$ cat src/rtl/pcie_sw_pkg.sv
// Shared PCIe switch types: arbiter FSM states and destination field layout.
// Configuration macro used by the arbiter: ARB_STRICT_PRIO_EN.
package pcie_sw_pkg;

    localparam int NUM_CH    = 4;
    localparam int DEST_W    = 2;
    localparam int WORD_W    = 10;
    localparam int DEST_MSB  = WORD_W - 1;
    localparam int DEST_LSB  = WORD_W - DEST_W;

    typedef enum logic [1:0] {
        ST_IDLE  = 2'd0,
        ST_POP   = 2'd1,
        ST_LATCH = 2'd2,
        ST_PUSH  = 2'd3
    } arb_state_t;

    function automatic logic [NUM_CH-1:0] onehot4(input logic [1:0] idx);
        return 4'b0001 << idx;
    endfunction

endpackage

$ cat src/rtl/vc_arbiter_4x10_rr_pick4.sv
// Combinational 4-request picker: round robin from ptr, or fixed priority
// (channel 0 highest) when ARB_STRICT_PRIO_EN is defined.
module rr_pick4 (
    input  logic [3:0] req,
    input  logic [1:0] ptr,
    output logic [1:0] gnt_idx,
    output logic       any
);

    assign any = |req;

`ifdef ARB_STRICT_PRIO_EN
    logic w_unused_ptr;
    assign w_unused_ptr = ^ptr;

    // Lowest-numbered requester wins
    always_comb begin
        gnt_idx = 2'd0;
        priority case (1'b1)
            req[0]:  gnt_idx = 2'd0;
            req[1]:  gnt_idx = 2'd1;
            req[2]:  gnt_idx = 2'd2;
            req[3]:  gnt_idx = 2'd3;
            default: gnt_idx = 2'd0;
        endcase
    end
`else
    // Scan from farthest to nearest so the requester closest to ptr wins
    always_comb begin
        logic [1:0] w_idx;
        gnt_idx = 2'd0;
        for (int k = 3; k >= 0; k--) begin
            w_idx = ptr + 2'(k);
            if (req[w_idx]) gnt_idx = w_idx;
        end
    end
`endif

endmodule

$ cat src/rtl/vc_arbiter_4x10.sv
// Ingress-to-egress VC arbiter/router: pop, latch, route by top 2 bits, push.
// Configuration macro: ARB_STRICT_PRIO_EN selects fixed priority over round robin.
module vc_arbiter_4x10 #(
    parameter int DATA_SIZE = 10,
    parameter int NUM_CH    = 4
) (
    input  logic                        clk,
    input  logic                        reset,
    input  logic [NUM_CH-1:0]           in_empty,
    input  logic [NUM_CH*DATA_SIZE-1:0] in_data,
    input  logic [NUM_CH-1:0]           out_pause,
    output logic [NUM_CH-1:0]           pop,
    output logic [NUM_CH-1:0]           push,
    output logic [DATA_SIZE-1:0]        data_out,
    output logic [1:0]                  grant,
    output logic                        idle
);

    import pcie_sw_pkg::*;

    arb_state_t             r_state;
    arb_state_t             w_state_nxt;
    logic [1:0]             r_grant;
    logic [1:0]             r_rr_ptr;
    logic [DEST_W-1:0]      r_dest;
    logic [DATA_SIZE-1:0]   r_data;
    logic [NUM_CH-1:0]      w_req;
    logic [1:0]             w_pick;
    logic                   w_any;
    logic [DATA_SIZE-1:0]   w_slice;
    logic [NUM_CH-1:0]      w_pop;
    logic [NUM_CH-1:0]      w_push;

    assign w_req   = ~in_empty;
    assign w_slice = in_data[r_grant*DATA_SIZE +: DATA_SIZE];

    rr_pick4 u_pick (
        .req     (w_req),
        .ptr     (r_rr_ptr),
        .gnt_idx (w_pick),
        .any     (w_any)
    );

    // State register
    always_ff @(posedge clk or negedge reset) begin
        if (!reset) r_state <= ST_IDLE;
        else        r_state <= w_state_nxt;
    end

    // Next state and strobes, decoded from registered state only
    always_comb begin
        w_state_nxt = r_state;
        w_pop       = '0;
        w_push      = '0;
        unique case (r_state)
            ST_IDLE: begin
                if (w_any) w_state_nxt = ST_POP;
            end
            ST_POP: begin
                w_pop       = onehot4(r_grant);
                w_state_nxt = ST_LATCH;
            end
            ST_LATCH: begin
                w_state_nxt = ST_PUSH;
            end
            ST_PUSH: begin
                if (!out_pause[r_dest]) begin
                    w_push      = onehot4(r_dest);
                    w_state_nxt = ST_IDLE;
                end
            end
            default: w_state_nxt = ST_IDLE;
        endcase
    end

    // Grant, captured word, destination and round-robin pointer
    always_ff @(posedge clk or negedge reset) begin
        if (!reset) begin
            r_grant  <= 2'd0;
            r_rr_ptr <= 2'd0;
            r_dest   <= '0;
            r_data   <= '0;
        end else begin
            if (r_state == ST_IDLE && w_any) r_grant <= w_pick;
            if (r_state == ST_LATCH) begin
                r_data   <= w_slice;
                r_dest   <= w_slice[DATA_SIZE-1 -: DEST_W];
`ifndef ARB_STRICT_PRIO_EN
                r_rr_ptr <= r_grant + 2'd1;
`endif
            end
        end
    end

    assign pop      = w_pop;
    assign push     = w_push;
    assign data_out = r_data;
    assign grant    = r_grant;
    assign idle     = (r_state == ST_IDLE);

endmodule

$ cat config.mk
export PLATFORM = sky130hd
export DESIGN_NAME = vc_arbiter_4x10
export DESIGN_NICKNAME = d
export VERILOG_FILES = /design/src/rtl/pcie_sw_pkg.sv /design/src/rtl/vc_arbiter_4x10_rr_pick4.sv /design/src/rtl/vc_arbiter_4x10.sv
export SDC_FILE = /design/constraint.sdc
export NUM_CORES = 1
export LEC_CHECK = 0
export CAP_MARGIN = 20
export CORE_ASPECT_RATIO = 0.6
export CORE_MARGIN = 2
export CORE_UTILIZATION = 37
export CTS_CLUSTER_SIZE = 12
export DETAILED_ROUTE_END_ITERATION = 10
export PLACE_DENSITY = 0.8
export SKIP_CTS_REPAIR_TIMING = 1
export SYNTH_ARGS = -nofsm -noshare
export SYNTH_HDL_FRONTEND = slang
export SYNTH_SLANG_ARGS = --single-unit
$ cat constraint.sdc
create_clock -name clk -period 2 [get_ports clk]
set_clock_uncertainty 0.1 [all_clocks]
set_input_delay 0.6 -clock clk [delete_from_list [all_inputs] [get_ports clk]]
set_output_delay 0.6 -clock clk [all_outputs]
set_load 0.01 [all_outputs]
==> summary.md <==
| Metric | Value |
|---|---|
| Site Rows | `15` |
| Starting Density | `about two fifths` |
| Distinct cells, synth | `27` |
| CTS Buffer Depth | `2` |
| Mapped Avg Cell Area | `12.2 um^2` |
| Detail Placement HPWL | `2980 um` |
| GPL Wtd Cong | `a little under 0.9` |
| Worst Max-Slew Pin Slew | `0.600 ns` |
| Worst Hold Class | `flip-flop to flip-flop` |
| Non-Filler Instances | `225` |
| Top post-synthesis cells by area | `dfrtp_1 34%, mux4_2 15%, mux2_2 11%` |
| Final core utilization | `between 70% and 80%` |
| Worst slew margin relative to its limit | `between 60% and 70%` |
| Routed wire per std cell | `between 15 and 20 um` |
| Post-synthesis register bit count | `16` |
| Peak supply drop | `0.656 mV` |
| Top delay family on crit path | `flip-flops` |
| Async SR Flop Fraction | `100%` |
| Area delta synth->final | `80.9%` |
| Hold_sp | `data_out[6]$_DFFE_PN0P_` |
| Hold Slack | `0.423 ns` |
| CP required | `1.30 ns` |
| Layout cell share with drive strength beyond 1 | `35.5%` |
| DRT Pass-1 Iters | `4` |
| Slew Limit Fails | `0` |
| I/O Buffers | `70` |
| CP max FO | `3` |
| Crit path cell chain | `ha_4 > nand2_2 > nor3b_2 > buf_2` |
| Total track usage | `between 20% and 30%` |
| # setup viols final | `1` |
| Initial antenna violation count | `0` |
| Die Wd | `roughly 76 um` |
| Failing checks | `setup timing` |
| DRT iter0 DRCs | `roughly 110` |
| I/O pin cnt | `around 70` |
| DIE AREA | `about 3600 um^2` |
| PnR worst setup slack | `-0.00373 ns` |
| Syn_nets | `about 150` |
| Num CTS Buffers | `3` |
| Worst setup EP type | `primary output` |
| Adder-Cell Fraction of Synth Area | `between 8 and 9%` |
| Final cycle utilization of the critical path | `100%` |
| Worst Path Buf+Inv | `1` |
| First-pass GRT wire length | `about 5700 um` |
| WL final | `3650 um` |
| Simple-gate share of the synthesized area | `10.5%` |
| Cell area after synthesis | `between 1000 and 1500 um^2` |
| CTS Sinks | `16` |
| Hold Vio Cnt, Final | `0` |
| Core area | `2930 um^2` |
| Via count | `approximately 1200` |
| Largest net degree at the start of global routing | `17` |
| Setup crit start | `r_state[0]$_DFFE_PN0P_` |
| EDFF count, synth | `0` |
| Clock Pin Slew Worst Setup and Hold Paths | `roughly 0.070 ns` |
| Synth Area in XOR/XNOR | `0%` |
| Later-pin clock latency in the skew report | `0.25 ns` |
| FF-to-FF Start | `r_state[0]$_DFFE_PN0P_` |
| Vias in the first global route | `approximately 1200` |
| Fmax achieved | `approximately 500 MHz` |
| Setup CP Type | `flip-flop to primary output` |
| Detail Route Antenna Nets | `0` |
| Ys flop type | `dfrtp_1` |
| Die H | `around 47 um` |
| P_leak | `around 0.93 nW` |
| # diodes | `0` |
| Slowest stage cell, crit path | `dfrtp_2` |
| Congestion Overflow GR | `0` |
| Crit path arrival time | `about 1.3 ns` |
| Max cap viols | `0` |
| Max incr delay on CP | `0.43 ns` |
| Final min period | `~2.0 ns` |
| Met3 track demand over resource | `5.85%` |
| Placed cells | `about 220` |
| Main combinational cell family by area after synthesis | `multiplexers` |
| Global route hottest layer | `met2` |
| Via density | `5.12` |
| DRC | `0` |
| # H-tree levels | `1` |
| GR Util met1 | `around a quarter` |
| Register area share after synthesis | `roughly a third` |
| Status | `finished, violations left` |
| Count of warnings emitted by yosys | `0` |
| Post-synth top area cell | `dfrtp_1` |
| CTS tree | `built` |
| Critical Path Start Type | `flip-flop` |
| Fin nets | `between 200 and 250` |
| RSZ-0062 raised after global routing | `yes` |
| Post-synth top area share | `between 30% and 40%` |
| Compound-cell area share of the yosys netlist | `10.2%` |
| Routing usage on met2 | `42.3%` |
| CTS root buf | `clkbuf_8` |
| Pwr Density | `1260 nW/um^2` |
| Post-Synthesis Cells | `95` |
| Post-synthesis mux area share | `between 30% and 40%` |
[sequential cells by signal, summed over array words and instances (netlist names)]
signal,cells
r_state,2
r_rr_ptr,2
grant,2
data_out,8
r_dest,2
[kinds of logic after synthesis]
group,count (synthesis)
compound gates,17
fa+ha+maj,8
buf+inv,9
flops,16
mux,23
simple gates,22
[area by class of cell]
cell class | count | area, um^2
timing repair buffer | 89 | 816
inverter | 5 | 18.8
clock buffer | 3 | 41.3
fill | 230 | 823
multi-input combinational | 70 | 771
tap | 42 | 52.6
sequential | 16 | 405
[worst paths after layout]
check,endpoint,slack [ns],cells past startpoint
hold / removal,data_out[6]$_DFFE_PN0P_,0.42,1
hold reg to reg,data_out[6]$_DFFE_PN0P_,0.42,1
max in group asynchronous,grant[1]$_DFFE_PN0P_,1.04,2
setup reg to reg,data_out[7]$_DFFE_PN0P_,0.15,4
setup / recovery,push[3],-0.004,4
min in group asynchronous,r_rr_ptr[0]$_DFFE_PN0P_,0.56,2
[report_power, final]
group          switching, W  internal [W]
logic              0.000683       0.00105
clock network      0.000121      0.000134
registers          0.000170      0.000506
total              0.000973       0.00169
[stage by stage]
stage | setup TNS (ns) | setup slack (ns) | power [W] | cell area (um^2)
CTS | -4.27 | -0.600 | 0.00262 | 2070
floorplan | 0 | 0.197 | 0.00152 | 1160
global placement | -1.94 | -0.467 | 0.00226 | 2030
finish | -0.00373 | -0.00373 | 0.00266 | 2100
global route | -0.0667 | -0.0550 | 0.00285 | 2100
detailed placement | -2.30 | -0.586 | 0.00235 | 2030
[cell usage after synthesis, drive strengths merged, types with 2 or more instances]
cell and n:
buf 4, inv 5, mux2i 2, ha 8, o211ai 2, o21bai 2, o32a 2, nand2b 3
nand2 3, a21oi 4, dfrtp 16, mux2 11, nor2b 2, or3 2, and2 4, mux4 10
nor3 2, nor3b 2, o21ai 3, nor2 3
[layer usage]
layer  share of wire [%]  routed length, um  vias up
li1                    -                  -      538
met1                  41               1510      565
met2                  51               1870       47
met3                 6.9                253        2
met4                0.36                 13        0
met5                   0                  0        -
[worst reg2reg max path: stages (launching register included)]
cell	delay (ns)
dfrtp_2	0.46
buf_4	0.17
inv_2	0.07
ha_1	0.54
mux2_2	0.41
[placed cells by master (no fill, tap or decap), types with 4 or more instances in the layout]
| master | n |
|---|---|
| clkdlybuf4s50_1 | 54 |
| buf_4 | 19 |
| dfrtp_1 | 12 |
| mux2_2 | 11 |
| mux4_2 | 8 |
| dlymetal6s2s_1 | 7 |
| ha_1 | 5 |
| buf_2 | 5 |
| and2_1 | 4 |
| a21oi_1 | 4 |
| dfrtp_2 | 4 |
| clkbuf_2 | 4 |
(Power assumes the default switching activity.)
